[config.mk]
export PLATFORM = sky130hd
export DESIGN_NAME = prio_task_queue
export DESIGN_NICKNAME = d
export VERILOG_FILES = /design/src/rtl/prio_task_queue.sv
export SDC_FILE = /design/constraint.sdc
export NUM_CORES = 1
export LEC_CHECK = 0
export ABC_AREA = 1
export CELL_PAD_IN_SITES_DETAIL_PLACEMENT = 1
export CELL_PAD_IN_SITES_GLOBAL_PLACEMENT = 1
export CORE_UTILIZATION = 49
export DETAILED_ROUTE_END_ITERATION = 16
export PLACE_DENSITY = 0.78
export SKIP_LAST_GASP = 1
export SYNTH_ARGS = -nofsm -noshare
export SYNTH_HDL_FRONTEND = slang
export SYNTH_SLANG_ARGS = --single-unit
export TNS_END_PERCENT = 30
[constraint.sdc]
create_clock -name clk -period 2.8 [get_ports clk]
set_clock_uncertainty 0.05 [all_clocks]
set_input_delay 0.28 -clock clk [delete_from_list [all_inputs] [get_ports clk]]
set_output_delay 0.28 -clock clk [all_outputs]
set_load 0.01 [all_outputs]
[src/rtl/prio_task_queue.sv]
// Multi-level priority task queue: one circular FIFO per level, strict-priority grant.
// Optional anti-starvation grant override is compiled in with PRIO_TASK_QUEUE_ANTI_STARVE_EN.
module prio_task_queue #(
  parameter int unsigned DATA_W       = 8,
  parameter int unsigned DEPTH        = 8,
  parameter int unsigned NUM_PRIO     = 4,
  parameter int unsigned STARVE_LIMIT = 8,
  localparam int unsigned PW = (NUM_PRIO > 1) ? $clog2(NUM_PRIO) : 1,
  localparam int unsigned CW = $clog2(NUM_PRIO * DEPTH) + 1
) (
  input  logic              clk,
  input  logic              rst,
  input  logic              in_valid,
  output logic              in_ready,
  input  logic [DATA_W-1:0] in_data,
  input  logic [PW-1:0]     in_prio,
  output logic              out_valid,
  input  logic              out_ready,
  output logic [DATA_W-1:0] out_data,
  output logic [PW-1:0]     out_prio,
  input  logic              flush,
  output logic [CW-1:0]     count,
  output logic              overflow
);

  localparam int unsigned AW   = $clog2(DEPTH);
  localparam int unsigned OW   = AW + 1;
  localparam int unsigned NSEL = 2 ** PW;

  if (DEPTH < 2 || (DEPTH & (DEPTH - 1)) != 0 || NUM_PRIO < 2 || STARVE_LIMIT < 1) begin : g_bad_param
    $error("prio_task_queue: illegal parameter combination");
  end

  logic [DATA_W-1:0]           mem_q [NUM_PRIO][DEPTH];
  logic [NUM_PRIO-1:0][AW-1:0] head_q, head_d;
  logic [NUM_PRIO-1:0][AW-1:0] tail_q, tail_d;
  logic [NUM_PRIO-1:0][OW-1:0] occ_q, occ_d;
  logic [CW-1:0]               count_q, count_d;
  logic                        overflow_q, overflow_d;

  logic [NUM_PRIO-1:0] non_empty_c;
  logic [NUM_PRIO-1:0] push_lvl_c;
  logic [NUM_PRIO-1:0] pop_lvl_c;
  logic [NSEL-1:0]     sel_ready_c;
  logic                push_c;
  logic                pop_c;
  logic [PW-1:0]       strict_c;
  logic [PW-1:0]       grant_c;

  // Out-of-range priority codes map to a permanently "full" slot.
  for (genvar g = 0; g < NSEL; g++) begin : g_sel
    if (g < NUM_PRIO) begin : g_lvl
      assign sel_ready_c[g] = (occ_q[g] != OW'(DEPTH));
    end else begin : g_none
      assign sel_ready_c[g] = 1'b0;
    end
  end

  assign in_ready  = sel_ready_c[in_prio];
  assign out_valid = |non_empty_c;
  assign out_prio  = grant_c;
  assign count     = count_q;
  assign overflow  = overflow_q;

  assign push_c = in_valid && in_ready && !flush;
  assign pop_c  = out_valid && out_ready && !flush;

  for (genvar g = 0; g < NUM_PRIO; g++) begin : g_level
    assign non_empty_c[g] = (occ_q[g] != '0);
    assign push_lvl_c[g]  = push_c && (in_prio == PW'(g));
    assign pop_lvl_c[g]   = pop_c && (grant_c == PW'(g));
  end

  // Lowest-index non-empty level wins.
  always_comb begin
    strict_c = '0;
    for (int i = NUM_PRIO - 1; i >= 0; i--) begin
      if (non_empty_c[i]) strict_c = PW'(i);
    end
  end

`ifdef PRIO_TASK_QUEUE_ANTI_STARVE_EN
  localparam int unsigned SW = $clog2(STARVE_LIMIT) + 1;

  logic [SW-1:0] starve_q, starve_d;
  logic [PW-1:0] oldest_c;
  logic          force_c;
  logic          lower_busy_c;

  // Counts consecutive pops that bypassed a waiting lower-priority level.
  always_comb begin
    oldest_c = '0;
    for (int i = 0; i < NUM_PRIO; i++) begin
      if (non_empty_c[i]) oldest_c = PW'(i);
    end
    force_c = (starve_q == SW'(STARVE_LIMIT));
    grant_c = force_c ? oldest_c : strict_c;
    lower_busy_c = 1'b0;
    for (int i = 0; i < NUM_PRIO; i++) begin
      if (non_empty_c[i] && (PW'(i) > grant_c)) lower_busy_c = 1'b1;
    end
    starve_d = starve_q;
    if (flush) begin
      starve_d = '0;
    end else if (pop_c) begin
      starve_d = (lower_busy_c && !force_c) ? starve_q + SW'(1) : '0;
    end
  end

  always_ff @(posedge clk or posedge rst) begin
    if (rst) starve_q <= '0;
    else     starve_q <= starve_d;
  end
`else
  assign grant_c = strict_c;
`endif

  always_comb begin
    out_data = '0;
    for (int i = 0; i < NUM_PRIO; i++) begin
      if (grant_c == PW'(i)) out_data = mem_q[i][head_q[i]];
    end
  end

  // Pointer, occupancy and count update; flush overrides the cycle's push and pop.
  always_comb begin
    head_d     = head_q;
    tail_d     = tail_q;
    occ_d      = occ_q;
    count_d    = count_q + CW'(push_c) - CW'(pop_c);
    overflow_d = in_valid && !in_ready && !flush;
    for (int i = 0; i < NUM_PRIO; i++) begin
      if (push_lvl_c[i]) tail_d[i] = tail_q[i] + AW'(1);
      if (pop_lvl_c[i])  head_d[i] = head_q[i] + AW'(1);
      occ_d[i] = occ_q[i] + OW'(push_lvl_c[i]) - OW'(pop_lvl_c[i]);
    end
    if (flush) begin
      head_d  = '0;
      tail_d  = '0;
      occ_d   = '0;
      count_d = '0;
    end
  end

  always_ff @(posedge clk or posedge rst) begin
    if (rst) begin
      head_q     <= '0;
      tail_q     <= '0;
      occ_q      <= '0;
      count_q    <= '0;
      overflow_q <= 1'b0;
    end else begin
      head_q     <= head_d;
      tail_q     <= tail_d;
      occ_q      <= occ_d;
      count_q    <= count_d;
      overflow_q <= overflow_d;
    end
  end

  // Storage is intentionally not reset; pointers alone define validity.
  always_ff @(posedge clk) begin
    for (int i = 0; i < NUM_PRIO; i++) begin
      if (push_lvl_c[i]) mem_q[i][tail_q[i]] <= in_data;
    end
  end

endmodule

==> summary.md <==
| Metric | Value |
|---|---|
| Worst r2r src | occ_q[2] |
| Layout cells sized above 1 | roughly an eighth |
| Min-Delay Path Class | input port to asynchronous set/reset pin |
| DP Wirelength | around 25,000 um |
| Pwr dens | approximately 850 nW/um^2 |
| Placed inst area | 15,200 sq um |
| Final Util | just under 60% |
| Synth Instances | roughly 1,400 |
| 1st-pass router iterations | 5 |
| Via Count | 10,154 |
| Longest Clk Path Bufs | 3 |
| Worst-path clk slew | 0.06 ns |
| I/O pin count | 34 |
| Initial antenna violation count | 0 |
| Dpl cells | 1,852 |
| Fin crit share | 102% |
| Synth cell types | 27 |
| # hold bufs at CTS | 0 |
| Gr ovfl total | 0 |
| H-tree levels | 2 |
| Synth-to-Final Area Change | 18.5% |
| Worst-Skew Late Latency | roughly 0.52 ns |
| Routed vias/inst | 5.31 |
| Die area | a little under 30,000 sq um |
| Core ar. | 27,900 sq um |
| R2r endpoint | occ_q[6] |
| Async SR Flop Fraction | ~16% |
| Final #Nets | 1,569 |
| Critical Path AT | ~2.5 ns |
| Hold WS | roughly 0.058 ns |
| Non-filler cells, final | ~1,900 |
| TritonCTS clock tree | built |
| Status | finished, violations left |
| Critical Path End | out_data[7] |
| Crit-path max cell delay | around 0.37 ns |
| Die width | 170 um |
| Maximum clock rate | about 350 MHz |
| Relative slew slack | ~64% |
| # rows | approximately 60 |
| Post-synthesis cell area | about 14,000 sq um |
| Synth warnings | 0 |
| Startpoint Class | flip-flop |
| Antenna cell count | 0 |
| First-pass GRT wire length | 59,700 um |
| LEAKAGE | 7.12 nW |
| IO Port Bufs | 33 |
| Routed Wire Length | around 39,000 um |
| Antenna viol nets, final | 0 |
| Top cell type's share of synthesized area | 55.4% |
| Post-place setup slack | -0.184 ns |
| R2R Setup Slk | 0.11 ns |
| Total GRT Usage | 27.6% |
| Final setup vio count | 1 |
| Max Cap Viol | 0 |
| Die H | 170 um |
| Max VDD drop | 0.000540 V |
| Crit. Startpoint | occ_q[2] |
| Dominant cell type by area after synthesis | edfxtp_1 |
| Slowest cell on crit path | dfrtp_1 |
| Register bit total from synthesis | between 300 and 400 |
| Final hold vios | 0 |
| Endpoint type of the worst setup path | output port |
| Initial Utilization | approximately 50% |
| Max Fanout on Critical Path | 8 |
| CTS buffer count | 34 |
| Worst r2r path cells | 14 |
| Violated checks | negative setup slack |
| Syn avg cell area | 9.96 sq um |
| Top post-synthesis cells by area | edfxtp_1 (55%), nand2_1 (11%), dfrtp_1 (8.5%) |
| Gpl congestion | 0.829 |
| Sequential share of the synthesized area | between 60% and 70% |
| Commonest non-fill, non-tap cell in the layout | nand2_1 |
| Main synth FF type | edfxtp_1 |
| Minimum clock period | ~2.9 ns |
| Setup Crit Path Kind | flip-flop to output port |
| Initial DRC Count | roughly 660 |
| Vias in the first global route | between 10,000 and 15,000 |
| DRC Markers | 0 |
| Pin count of the biggest net entering global routing | 42 |
| Actual slew at the worst max-slew pin | between 0.5 and 0.6 ns |
| Critical Path Most Common Cell | inv_2 |
| CTS root buf | clkbuf_16 |
| Post-synth EDFFs | ~260 |
| Crit path required time | 2.47 ns |
| RSZ-0062 raised after global routing | yes |
| Max-slew violations | 0 |
| Fin area | approximately 16,000 sq um |
| Routed length per instance | slightly above 20 um |
| Worst path cell trace | inv_2 -> ha_1 -> nand3_2 -> buf_4 -> inv_2 -> nand2_2 -> nor2_4 -> buf_6 -> nand3_1 -> nand4_1 -> clkdlybuf4s15_1 |
| Most frequent cells in the layout | nand2_1 (397), edfxtp_1 (256), inv_1 (181), nand3_1 (137), nor2_1 (133) |
| Clk sinks | between 300 and 400 |
| Post-synth net total | between 1,000 and 1,500 |
| # fillers | 3,037 |
| Setup slack after layout | -0.0508 ns |
-- synth_stat cells, types with 4 or more instances --
master / count
nor3_1: 12
nor2_2: 4
dfrtp_1: 47
inv_1: 187
a21oi_1: 10
nand2_1: 401
xnor2_1: 6
nand4_1: 15
nor2_1: 138
ha_1: 38
xor2_1: 13
fa_1: 5
o21ai_0: 46
buf_2: 11
inv_2: 6
edfxtp_1: 256
nand3_2: 6
nand3_1: 145
clkbuf_1: 34
-- worst max-delay path, delay by kind of cell, from the launching register on --
kind / cells / cell delay [ns]
simple gates: 5 / 0.70
buf+inv: 5 / 0.75
flops: 1 / 0.37
fa+ha+maj: 1 / 0.18
-- state kept, by name (all words and copies together) (netlist names) --
| register | count |
|---|---|
| count | 6 |
| tail_q | 12 |
| occ_q | 16 |
| overflow | 1 |
| mem_q | 256 |
| head_q | 12 |
-- worst min path at each step --
stage,start,endpoint,slack (ns),cells past startpoint
6_report,rst,tail_q[9],0.06,2
5_1_grt,rst,tail_q[9],0.1,2
4_1_cts,rst,tail_q[10],0.07,2
3_5_place_dp,tail_q[6],tail_q[6],0.49,2
3_3_place_gp,tail_q[0],tail_q[0],0.47,2
2_1_floorplan,in_data[0],mem_q[0][0],0.33,0
-- timing repair --
action / CTS / global route
endpoints found under the setup margin: 10 / 19
gates resized for setup: 34 / 20
pin swaps: 4 / 3
setup buffers: 0 / 1
-- kinds of logic after synthesis --
family	after synthesis	synth area share (%)
xor gates and xnor gates	19	1.20
buffers and inverters	244	6.70
DFF	303	63.9
adders and majority gates	43	4.15
AOI/OAI and AO/OA	58	2.11
and+or+nand+nor	726	22.0
-- metal layers --
metal	track usage, %	share of wire (%)
met5	0	0
met4	10.1	2.8
met3	3.98	4.3
met2	48.4	51
met1	34.6	42
-- report_power, final --
group | internal (mW) | switching, mW
Clock | 2.57 | 1.81
Sequential | 5.04 | 0.106
Combinational | 1.61 | 2.76
-- through the flow --
step | setup TNS (ns) | total power [mW]
5_1_grt | -0.456 | 14.5
4_1_cts | -0.0131 | 13.9
3_3_place_gp | -0.0145 | 9.26
6_report | -0.0508 | 13.9
2_1_floorplan | 0 | 7.55
3_5_place_dp | -0.785 | 9.47
-- layout make-up --
type | count | area (sq um) | area share (%)
tap | 378 | 473 | 2.88
timing repair buffer | 130 | 1090 | 6.65
clock buffer | 43 | 978 | 5.95
sequential | 303 | 8860 | 53.9
clock inverter | 17 | 116 | 0.708
inverter | 196 | 736 | 4.47
multi-input combinational | 846 | 4180 | 25.4
Power figures use the tool's default switching activity.
==> RTL change (config.mk and constraints unchanged) <==
The option `PRIO_TASK_QUEUE_ANTI_STARVE_EN` is turned on by a define.
--- a/src/rtl/prio_task_queue.sv
+++ b/src/rtl/prio_task_queue.sv
@@ -1,5 +1,7 @@
 // Multi-level priority task queue: one circular FIFO per level, strict-priority grant.
 // Optional anti-starvation grant override is compiled in with PRIO_TASK_QUEUE_ANTI_STARVE_EN.
+`define PRIO_TASK_QUEUE_ANTI_STARVE_EN
+
 module prio_task_queue #(
   parameter int unsigned DATA_W       = 8,
   parameter int unsigned DEPTH        = 8,
Behaviour: no difference found for any inputs over 4 cycles, from zero or initial values and one cycle with rst high; that may be too few to reach the edited logic, so the function may still have changed.
==> RTL change against the unedited design <==
The flow still finishes with violations (setup timing); core utilization about the same; non-clock buffer count up 5; largest power group unchanged; die area up 3.0%; via count up 3.9%; critical path type unchanged; synthesized area up 3.0%; worst setup slack better by 0.0078 ns; sequential cell count up 4; cell area up 2.9%; total power up 2.0%; wire length up 4.7%; count of clock-buffer cells in the layout up 2; sequential power up 0.8%; clock power about the same; first-iteration DRC count up 33%.
==> RTL change: results (changes against the unedited design) <==
P_sw=4.761 mW (was 4.682 mW); mean post-synth cell area=10.02 um^2 (was 9.962 um^2); 1st-iter DRT viols=880 (was 663); Pre-Repair DR Iteration Count=5 (unchanged); antenna cell count=0 (unchanged); clk_lat worst skew=0.50 ns (was 0.52 ns); R2R Setup Slk=-0.03 ns (was 0.11 ns); clock root cell=clkbuf_16 (unchanged); wire length per cell=20.67 um (was 20.15 um); Num CTS Buffers=35 (was 34); Port Buffers=33 (unchanged); relative slew slack=60.43% (was 64.27%); initial antenna violation count=0 (unchanged); first-pass GRT wire length=62260 um (was 59660 um); Worst path slowest cell=dfrtp_1 (unchanged); reg2reg start=starve_q[1]$_DFFE_PP0P_ (was occ_q[2]$_DFF_PP0_); Synth cell types=33 (was 27); worst r2r path cells=17 (was 14); HPWL Detailed=26540 um (was 25460 um); worst-path maximum fanout=10 (was 8); Post-Syn Nets=1486 (was 1451); gr usage total=27.16% (was 27.57%); dpl ws=-0.1150 ns (was -0.1837 ns); Crit path max-delay family=buffers and inverters (unchanged); GP Congestion=0.8460 (was 0.8290); CTS H-Tree Depth=2 (unchanged); worst path arrival time=2.51 ns (was 2.52 ns); FILL cells=3162 (was 3037); P_leak=7.372 nW (was 7.119 nW); most area-consuming cells after synthesis=edfxtp_1 (54%), nand2_1 (11%), dfrtp_1 (8.9%) (was edfxtp_1 (55%), nand2_1 (11%), dfrtp_1 (8.5%)); final worst setup slack=-0.04302 ns (was -0.05078 ns); nets=1603 (was 1569); Peak VDD IR=511.0 uV (was 539.9 uV); status=complete, but fails checks (unchanged); Finished Layout Cells=1952 (was 1913); CP peak stage delay=0.38 ns; post-synthesis sequential area ratio=62.71% (was 63.87%); share of synthesized flip-flops with an asynchronous set or reset=16.61% (was 15.51%); fraction of layout cells with a size suffix above 1=13.78% (was 13.09%); Crit Reg-Reg Endpoint=occ_q[13]$_DFF_PP0_ (was occ_q[6]$_DFF_PP0_); vias in the first global route=11250 (was 10920); Placed Cells=1881 (was 1852); leading area contributor after synthesis=edfxtp_1 (unchanged); Synth Warn #=0 (unchanged); Finish-stage setup viols=4 (was 1); Clock Pin Slew Worst Setup and Hold Paths=0.06 ns (about the same); violated checks=setup timing (unchanged); Post-synth top cells=nand2_1 (431), edfxtp_1 (256), inv_1 (187) (was nand2_1 (401), edfxtp_1 (256), inv_1 (187)); max reg flops=256 (unchanged); largest net degree at the start of global routing=52 (was 42); worst hold path type=in2async (unchanged); EDFF count, synth=256 (unchanged); number of vias per cell=5.403 (was 5.308); clk buf depth=3 (unchanged)
-- RTL change: changes by cell type in the layout (fill, tap and decap cells not counted), sizes merged, moves of 3 or more --
cell      unedited run  this run
nor2               143       103
nand2              404       442
nand3              152       139
o22ai                1        14
o21ai               46        55
nor3                12        17
a21o                 0         4
a21oi               10        14
buf                 99       103
dfrtp               47        51
inv                194       198
clkinvlp             3         0
-- RTL change: logic make-up after synthesis --
logic type	after synthesis	synth area share [%]
adders and majority gates	45	4.202
DFF	307	62.71
AOI/OAI and AO/OA	88	3.309
xor gates and xnor gates	16	0.9804
and+or+nand+nor	717	21.66
buffers and inverters	253	7.134
-- RTL change: routing by layer --
layer  vias to the layer above  routed length, um  GRT usage [%]
met5                         -                  0              0
met4                         0                926          8.038
li1                       4898                  -              -
met1                      5320              16910          35.27
met3                        60               1717          3.276
met2                       269              20790          47.80
-- RTL change: layout make-up --
cell class	count	area (um^2)	area share (%)
Timing Repair Buffer	135	1154	6.815
Sequential cell	307	8964	52.95
Clock buffer	45	965.9	5.706
Inverter	198	748.2	4.420
Tap cell	384	480.5	2.838
Clock inverter	17	123.9	0.7318
Multi-Input combinational cell	866	4492	26.54
-- RTL change: what timing repair did --
action                                  CTS  global route
buffers inserted                          2             7
pin swaps                                 4            12
gates resized for setup                  29            39
endpoints found under the setup margin   16            25
hold endpoints to repair                  0             0
-- RTL change: power groups by stage --
stage | Clock (mW) | Sequential (mW) | Combinational (mW)
global placement | 0 | 5.26 | 4.02
floorplan | 0 | 5.26 | 2.47
detailed placement | 0 | 5.28 | 4.20
finish | 4.37 | 5.19 | 4.63
global route | 4.60 | 5.20 | 5.01
CTS | 4.44 | 5.18 | 4.26
-- RTL change: worst max-delay path by stage --
stage / startpoint / to / slack, ns / cells after the start
6_report: starve_q[1]$_DFFE_PP0P_ / out_data[0] / -0.04 / 12
3_5_place_dp: starve_q[1]$_DFFE_PP0P_ / occ_q[13]$_DFF_PP0_ / -0.12 / 16
4_1_cts: starve_q[1]$_DFFE_PP0P_ / occ_q[13]$_DFF_PP0_ / -0.02 / 17
2_1_floorplan: starve_q[0]$_DFFE_PP0P_ / occ_q[6]$_DFF_PP0_ / 0.24 / 16
3_3_place_gp: in_prio[0] / count[4]$_DFF_PP0_ / 0.07 / 13
5_1_grt: starve_q[1]$_DFFE_PP0P_ / out_data[5] / -0.12 / 14
-- RTL change: per-stage QoR --
stage	cell area [um^2]	hold WS [ns]	total power, mW	setup TNS (ns)
5_1_grt	16930	0.1499	14.81	-1.060
6_report	16930	0.09111	14.19	-0.1190
4_1_cts	16710	0.1328	13.89	-0.03775
3_3_place_gp	15560	0.4703	9.277	0
3_5_place_dp	15560	0.4780	9.476	-0.3836
2_1_floorplan	14290	0.3289	7.729	0
